[config.mk]
export PLATFORM = sky130hd
export DESIGN_NAME = conv_encoder
export DESIGN_NICKNAME = d
export VERILOG_FILES = /design/src/rtl/conv_encoder.sv
export SDC_FILE = /design/constraint.sdc
export NUM_CORES = 1
export LEC_CHECK = 0
export CELL_PAD_IN_SITES_DETAIL_PLACEMENT = 0
export CELL_PAD_IN_SITES_GLOBAL_PLACEMENT = 2
export CORE_ASPECT_RATIO = 0.5
export CORE_MARGIN = 2
export CORE_UTILIZATION = 35
export DETAILED_ROUTE_END_ITERATION = 8
export GPL_ROUTABILITY_DRIVEN = 0
export PLACE_DENSITY_LB_ADDON = 0.1
export SYNTH_ARGS = -nofsm -noshare
export SYNTH_HDL_FRONTEND = slang
export SYNTH_SLANG_ARGS = --single-unit
[constraint.sdc]
create_clock -name clk -period 2.05 [get_ports clk]
set_input_delay 0.41 -clock clk [delete_from_list [all_inputs] [get_ports clk]]
set_output_delay 0.41 -clock clk [all_outputs]
set_load 0.03 [all_outputs]
[src/rtl/conv_encoder.sv]
// Rate-1/2 feed-forward convolutional encoder: one parallel frame in, one 2-bit
// symbol per clock out (LSB first), followed by K-1 zero tail bits.
`ifndef DATA_FRAME_LENGTH
`define DATA_FRAME_LENGTH 8
`endif
`ifndef MAX_CONSTRAINT_LENGTH
`define MAX_CONSTRAINT_LENGTH 9
`endif

module conv_encoder #(
  parameter int             FRAME_LEN = `DATA_FRAME_LENGTH,
  parameter int             K         = 3,
  parameter logic [K-1:0]   G0        = 3'b111,
  parameter logic [K-1:0]   G1        = 3'b101
) (
  input  logic                 clk,
  input  logic                 rst,
  input  logic                 en_e,
  input  logic [FRAME_LEN-1:0] i_encoder_data,
  output logic [1:0]           o_encoder_data,
  output logic                 o_encoder_valid,
  output logic                 o_encoder_done,
  output logic                 o_encoder_busy
);

  localparam int CW = $clog2(FRAME_LEN + K);

  // state    | meaning
  // S_IDLE   | waiting for en_e; frame latched and history cleared on start
  // S_ENCODE | one information bit per cycle, LSB of the frame first
  // S_FLUSH  | K-1 zero tail bits drive the trellis back to state 0
  // S_DONE   | one-cycle done pulse, then back to idle
  typedef enum logic [1:0] {
    S_IDLE   = 2'd0,
    S_ENCODE = 2'd1,
    S_FLUSH  = 2'd2,
    S_DONE   = 2'd3
  } state_t;

  state_t               r_state;
  logic [FRAME_LEN-1:0] r_frame;
  logic [K-2:0]         r_sr;
  logic [CW-1:0]        r_cnt;
  logic [1:0]           r_data;
  logic                 r_valid;
  logic                 r_done;
  logic                 r_busy;

  logic                 w_bit;
  logic [K-1:0]         w_win;
  logic [1:0]           w_sym;
  logic [K-2:0]         w_sr_next;

  // The frame register shifts right each ENCODE cycle, so bit 0 is always current.
  always_comb begin
    w_bit = 1'b0;
    if (r_state == S_ENCODE) begin
      w_bit = r_frame[0];
    end
  end

  assign w_win = {w_bit, r_sr};
  assign w_sym = {^(w_win & G0), ^(w_win & G1)};

  generate
    if (K == 2) begin : g_k2
      assign w_sr_next = w_bit;
    end else begin : g_kn
      assign w_sr_next = {w_bit, r_sr[K-2:1]};
    end
  endgenerate

  always_ff @(posedge clk or posedge rst) begin
    if (rst) begin
      r_state <= S_IDLE;
      r_frame <= '0;
      r_sr    <= '0;
      r_cnt   <= '0;
      r_data  <= 2'b00;
      r_valid <= 1'b0;
      r_done  <= 1'b0;
      r_busy  <= 1'b0;
    end else begin
      r_done <= 1'b0;
      case (r_state)
        S_IDLE: begin
          r_valid <= 1'b0;
          if (en_e) begin
            r_frame <= i_encoder_data;
            r_sr    <= '0;
            r_cnt   <= '0;
            r_busy  <= 1'b1;
            r_state <= S_ENCODE;
          end
        end
        S_ENCODE: begin
          r_data  <= w_sym;
          r_valid <= 1'b1;
          r_sr    <= w_sr_next;
          r_frame <= r_frame >> 1;
          if (r_cnt == CW'(FRAME_LEN - 1)) begin
            r_cnt   <= '0;
            r_state <= S_FLUSH;
          end else begin
            r_cnt <= r_cnt + CW'(1);
          end
        end
        S_FLUSH: begin
          r_data  <= w_sym;
          r_valid <= 1'b1;
          r_sr    <= w_sr_next;
          r_cnt   <= r_cnt + CW'(1);
          if (r_cnt == CW'(K - 2)) begin
            r_state <= S_DONE;
          end
        end
        S_DONE: begin
          r_valid <= 1'b0;
          r_done  <= 1'b1;
          r_busy  <= 1'b0;
          r_state <= S_IDLE;
        end
        default: begin
          r_state <= S_IDLE;
        end
      endcase
    end
  end

  assign o_encoder_data  = r_data;
  assign o_encoder_valid = r_valid;
  assign o_encoder_done  = r_done;
  assign o_encoder_busy  = r_busy;

endmodule

==> results.ini, run 1 <==
[floorplan]
floorplan.initialDensity_pct=38.42
fp-row-count=13
floorplan.die.height_microns=42.61
boundaryPins=16
floorplan.core_area_sq_mm=0.002716
floorplan.die_area_sq_mm=0.003461
die_w_microns=81.22

[global_route]
first_global_vias=814
track_usage_pct=14.53
largest_net_degree_at_the_start_of_global_routing=22
grt_remaining_overflow=0
number_of_antenna_violations_at_the_first_check_in_global_routing=0
wire_length_of_the_first_global_routing_pass_mm=3.788

[clocking]
ctsResizeCount=0
clock_latency_ps=250
cts.sink_count=21
htree_depth=1
clockBufferDepth=2
post_cts_repair_setup_buffers=0
cts_tree=done
clk_transition_reported_paths_ps=80
cell_at_the_root_of_the_clock_tree=sky130_fd_sc_hd__clkbuf_8
cts_made_buffers=3
hold_buffers=0

[route]
number_of_drc_violations_after_detailed_routing=0
route.vias.total=824
first_iter_violations=89
routed_wl_mm=2.205
pre_repair_dr_iteration_count=4
drt-wirelength-per-cell_microns=14.23
routed_via_density=5.316
antenna_left=0

[yosys]
synthesis.yosys.warnings=0
synth_seq_area_share_pct=50.36
synth.mux.area_fraction_pct=3.477
asyncSetResetFlopFracSynth_pct=100.0
synth_edf_count=0
post_synth_and_or_nand_nor_area_fraction_pct=9.832
synth-seq-cells=21
ys_types=28
synth.avg_cell_area_sq_um=10.44
synth_nets=117
synthAdderAreaFrac_pct=7.194
synth-compound-area-share_pct=21.46
post_synth_instance_area_sq_mm=0.001044
dominant_combinational_cell_family_by_area_after_synthesis=compound AO/OA/AOI/OAI gates
synthFlopType=sky130_fd_sc_hd__dfrtp_1
synth_xor_area_share_pct=2.398
syn_inst=100

[layout]
nNetsFinal=136
syn_to_final_growth_pct=22.54
layout.filler_cells=241
drive_above_1_share_pct=8.475
n_diodes=0

[timing]
grt_setup_unrepaired=no
slew_headroom_pct=72.79
timing_max_transition_violations_final=0
layout_min_cycle_time_ps=1691
tns_ps=0
setup_ws_ps=359.1
max_slew.worst_pin.slew_ps=405.4
timing.clock.skew_ps=3.475
final.period_utilization_pct=82.48
finalSetupViolations=0
worst_case_hold_slack_ps=484.5
report.final.hold_viol_count=0
highest_clock_rate_ghz=0.5914

[worst_setup_path]
timing.reg2reg.setup_slack_ps=410
timing.critical_path.buf_inv=1
setup.worst_path.start=o_encoder_data[1]
type_of_the_worst_setup_path=flop to output pin
timing.rr.end=o_encoder_data[1]
worstSetupEndpointType=output pin
critical_path_peak_fanout=2
critical_path_required_ps=1640
category_of_the_worst_setup_path_launch_point=flop
path_delay_family=buffers and inverters
cp_slowest_stage_delay_ps=670
crit_path_end=o_encoder_data[1]
cp_slowest_cell=sky130_fd_sc_hd__clkdlybuf4s50_1
crit_cells=1
number_of_cells_on_the_worst_reg_to_reg_path=6
crit_chain=clkdlybuf4s50_1
worstReg2RegStart=r_state[1]
critical_path_arrival_ps=1280

[placed_design]
dpl.hpwl_mm=1.588
place_ws_ps=219.7
io_buffers=15

[power]
fin_total_pwr_uw=2051
ir_drop_uv=599.1
power-per-cell-area_mw_per_mm2=1604
leakage_uw=0.0005469

[hold_path]
min-delay-path-class=primary input to async pin

[flow_run]
max_cap_viols=0

[outcome]
status=finished, final reports clean

[synthesized netlist by cell type (2+ instances only)]
library cell	number	area share, %
sky130_fd_sc_hd__o22ai_1	12	7.2
sky130_fd_sc_hd__inv_1	7	2.5
sky130_fd_sc_hd__nand3_1	2	0.96
sky130_fd_sc_hd__a21oi_1	9	4.3
sky130_fd_sc_hd__o31ai_1	2	1.4
sky130_fd_sc_hd__dfrtp_1	21	50
sky130_fd_sc_hd__nand2b_1	3	1.8
sky130_fd_sc_hd__a32o_1	2	1.9
sky130_fd_sc_hd__ha_1	6	7.2
sky130_fd_sc_hd__o21ai_0	6	2.9
sky130_fd_sc_hd__nand2_1	12	4.3
sky130_fd_sc_hd__buf_2	2	0.96
[sequential cells by signal, summed over array words and instances (netlist names)]
signal           flops
r_sr                 2
o_encoder_busy       1
r_cnt                4
o_encoder_done       1
o_encoder_data       2
r_frame              8
o_encoder_valid      1
r_state              2
[placed cells by master (no fill, tap or decap), types with 3 or more instances in the layout]
cell                              synthesis  routed
sky130_fd_sc_hd__nand2_1                 12      12
sky130_fd_sc_hd__nand2b_1                 3       3
sky130_fd_sc_hd__clkbuf_8                 0       3
sky130_fd_sc_hd__a21oi_1                  9       9
sky130_fd_sc_hd__buf_4                    1       3
sky130_fd_sc_hd__dfrtp_1                 21      21
sky130_fd_sc_hd__o22ai_1                 12      12
sky130_fd_sc_hd__ha_1                     6       6
sky130_fd_sc_hd__o21ai_0                  6       6
sky130_fd_sc_hd__inv_1                    7       7
sky130_fd_sc_hd__clkdlybuf4s50_1          0      15
[metrics by stage]
stage                     util [%]  area (sq um)  cells
after global placement       45.42          1234    151
after floorplan                  -          1044    100
after CTS                    47.08          1279    155
final                        47.08          1279    155
after global routing         47.08          1279    155
after detailed placement     45.42          1234    151
[cell type report]
cell class | count | area, sq um | area share [%]
multi-input cells | 68 | 462.9 | 36.20
repair buffers | 18 | 172.7 | 13.50
flip-flops and latches | 21 | 525.5 | 41.10
inverters | 7 | 26.28 | 2.055
clock buffers | 4 | 45.04 | 3.522
well taps | 37 | 46.29 | 3.620
[cells by family (layout without fill, tap and decap cells)]
family,after synthesis,count (layout)
xor gates and xnor gates,2,2
muxes,3,3
and+or+nand+nor,21,21
adders and majority gates,6,6
buffers and inverters,11,29
DFF,21,21
AOI/OAI and AO/OA,36,36
[where the power goes]
| group | switching (uW) | leakage [uW] | total (uW) | internal [uW] |
|---|---|---|---|---|
| Sequential | 123 | 0.000253 | 710 | 587 |
| Combinational | 617 | 0.000271 | 1070 | 457 |
| Clock | 129 | 0.0000228 | 268 | 138 |
| Total | 869 | 0.000547 | 2050 | 1180 |
[routing by layer]
metal / vias to the layer above / global-route usage (%) / part of all wire (%)
li1: 399 / - / -
met1: 402 / 19.62 / 48
met2: 23 / 22.15 / 46
met3: 0 / 5.819 / 5.9
met4: 0 / 2.712 / 0
met5: - / 0 / 0
[worst min path at each step]
stage	start	end	depth (start not counted)
floorplan	rst	o_encoder_busy	1
global placement	o_encoder_busy	o_encoder_busy	2
detailed placement	o_encoder_busy	o_encoder_busy	2
CTS	rst	o_encoder_data[0]	3
global route	rst	r_sr[1]	3
finish	rst	r_sr[1]	3
No activity file was read; power rests on OpenSTA's default activity.
==> inputs of run 2 (changes only) <==
CORE_UTILIZATION = 30   (was 35)
clock period = 1.4 ns   (was 2.05 ns; I/O delays follow)
==> run 2 against run 1 <==
  * Hold slack got worse by 140 ps
  * Combinational power is 95% higher
  * Setup slack worse by 340 ps
  * Non-clock buffer count up 12
  * First-iteration DRC count down 73%
  * Global-route usage is 1.3 points lower
  * Clock power is 50% higher
  * Critical endpoint is now o_encoder_data[1]
==> results.ini, run 2 (synthesis gave the netlist of run 1 again) <==
[outcome]
status=finished, final reports clean

[layout]
post-route-util_pct=43.59
top_library_cells_by_usage_in_the_layout_fill_and_taps_aside=21 x sky130_fd_sc_hd__dfrtp_1, 12 x sky130_fd_sc_hd__buf_4, 10 x sky130_fd_sc_hd__clkdlybuf4s50_1
register_with_the_most_flip_flops=r_frame
biggest_registers_after_layout=r_frame (8), r_cnt (4)
nNetsFinal=148
n_diodes=0
finalNonFillerCells=172
syn_to_final_growth_pct=41.13
layout_commonest_cell=sky130_fd_sc_hd__dfrtp_1
drive_above_1_share_pct=30.00
largest_reg_flops=8

[timing]
setup_ws_ps=16.10
finalSetupViolations=0
slew_headroom_pct=79.54
final.period_utilization_pct=98.85
grt_setup_unrepaired=yes
max_slew.worst_pin.slew_ps=308.2
worst_case_hold_slack_ps=344.7
timing_max_transition_violations_final=0
highest_clock_rate_ghz=0.7226
timing.clock.skew_ps=2.471
report.final.hold_viol_count=0
layout_min_cycle_time_ps=1384

[worst_setup_path]
critical_path_peak_fanout=3
critical_path_arrival_ps=1530
cp_slowest_cell=sky130_fd_sc_hd__dfrtp_1
timing.reg2reg.setup_slack_ps=20
type_of_the_worst_setup_path=flop to flop
number_of_cells_on_the_worst_reg_to_reg_path=6
critical_path_required_ps=1550
category_of_the_worst_setup_path_launch_point=flop
worstSetupEndpointType=flop
path_delay_family=flip-flops
crit_chain=inv_2 -> ha_4 -> nand2_4 -> xor2_2 -> xnor2_1 -> mux2_4
timing.critical_path.buf_inv=1
worstReg2RegStart=r_state[1]
timing.rr.end=o_encoder_data[1]
cp_slowest_stage_delay_ps=400

[floorplan]
fp-row-count=15
die_w_microns=87.41
floorplan.die_area_sq_mm=0.003995
boundaryPins=16
floorplan.initialDensity_pct=30.89
floorplan.die.height_microns=45.71
floorplan.core_area_sq_mm=0.003378

[placed_design]
io_buffers=15
place_inst=165
dpl.hpwl_mm=1.796
place_ws_ps=-215.6

[route]
met3_length_microns=122
highest-signal-layer=met4
dr_wl_met2_mm=1.247
number_of_drc_violations_after_detailed_routing=0
routed_wl_mm=2.552
first_iter_violations=24
wl_met1_mm=1.174
route.vias.total=890
routed_via_density=5.174
pre_repair_dr_iteration_count=4
drt-wirelength-per-cell_microns=14.84
antenna_left=0

[power]
power-per-cell-area_mw_per_mm2=2402
p_sw_uw=1492
intPower_uw=2045
share_seq_of_total_power_pct=29.6
share_clk_of_total_power_pct=11.3
power.share.combinational_pct=59.0
leakage_uw=0.0006418
ir_drop_uv=778.3
power.share.switching_pct=42.19
fin_total_pwr_uw=3538

[global_route]
first_global_vias=822
number_of_antenna_violations_at_the_first_check_in_global_routing=0
track_usage_pct=13.21
largest_net_degree_at_the_start_of_global_routing=22
wire_length_of_the_first_global_routing_pass_mm=3.926
grt_remaining_overflow=0

[clocking]
clk_transition_reported_paths_ps=80
clockBufferDepth=2
cts_made_buffers=3
cell_at_the_root_of_the_clock_tree=sky130_fd_sc_hd__clkbuf_8
cts.sink_count=21
htree_depth=1
cts_tree=done
clock_latency_ps=260

[hold_path]
min-delay-path-class=primary input to async pin

[flow_run]
max_cap_viols=0

run 2: worst max-delay path by stage:
stage	from	endpoint	slack, ps	depth (start not counted)
floorplan	r_state[1]	o_encoder_data[1]	-3	7
global placement	en_e	r_cnt[2]	-180	5
detailed placement	en_e	r_frame[3]	-220	5
CTS	r_state[1]	o_encoder_data[1]	-10	6
global route	r_state[1]	o_encoder_data[1]	-40	6
finish	r_state[1]	o_encoder_data[1]	20	6
run 2: tightest hold or removal path, stage by stage:
cell and delay [ps]:
sky130_fd_sc_hd__clkdlybuf4s50_1 390, sky130_fd_sc_hd__inv_1 50, sky130_fd_sc_hd__buf_4 270
run 2: area by class of cell:
type	instances	area (sq um)
Inverter	7	26.28
Tap cell	42	52.55
Multi-Input combinational cell	68	554.3
Sequential cell	21	525.5
Clock buffer	3	41.29
Clock inverter	1	5.005
Timing Repair Buffer	30	267.8
Fill cell	319	1906
run 2: routing by layer:
layer  track usage, %  up-vias
li1                 -      421
met1            17.26      443
met2            22.27       24
met3            4.891        2
met4           0.9231        0
met5                0        -
run 2: metrics by stage:
step / instance area [sq um] / setup TNS (ps)
after global placement: 1311 / -2254
after global routing: 1473 / -151.5
after detailed placement: 1311 / -2914
after CTS: 1391 / -10.52
after floorplan: 1047 / -2.957
final: 1473 / 0
run 2: what timing repair did:
| item | in CTS | in global routing |
|---|---|---|
| hold buffers | 0 | 0 |
| gates resized for setup | 13 | 17 |
| pin swaps | 0 | 6 |
| buffers inserted | 1 | 2 |
| setup endpoints to repair | 22 | 15 |
run 2: power by group through the flow:
stage | combinational [uW] | sequential (uW) | clock [uW]
floorplan | 1060 | 1150 | 0
global placement | 1740 | 1020 | 0
detailed placement | 1780 | 1040 | 0
CTS | 1840 | 1030 | 416
global route | 2280 | 1070 | 452
finish | 2090 | 1050 | 401
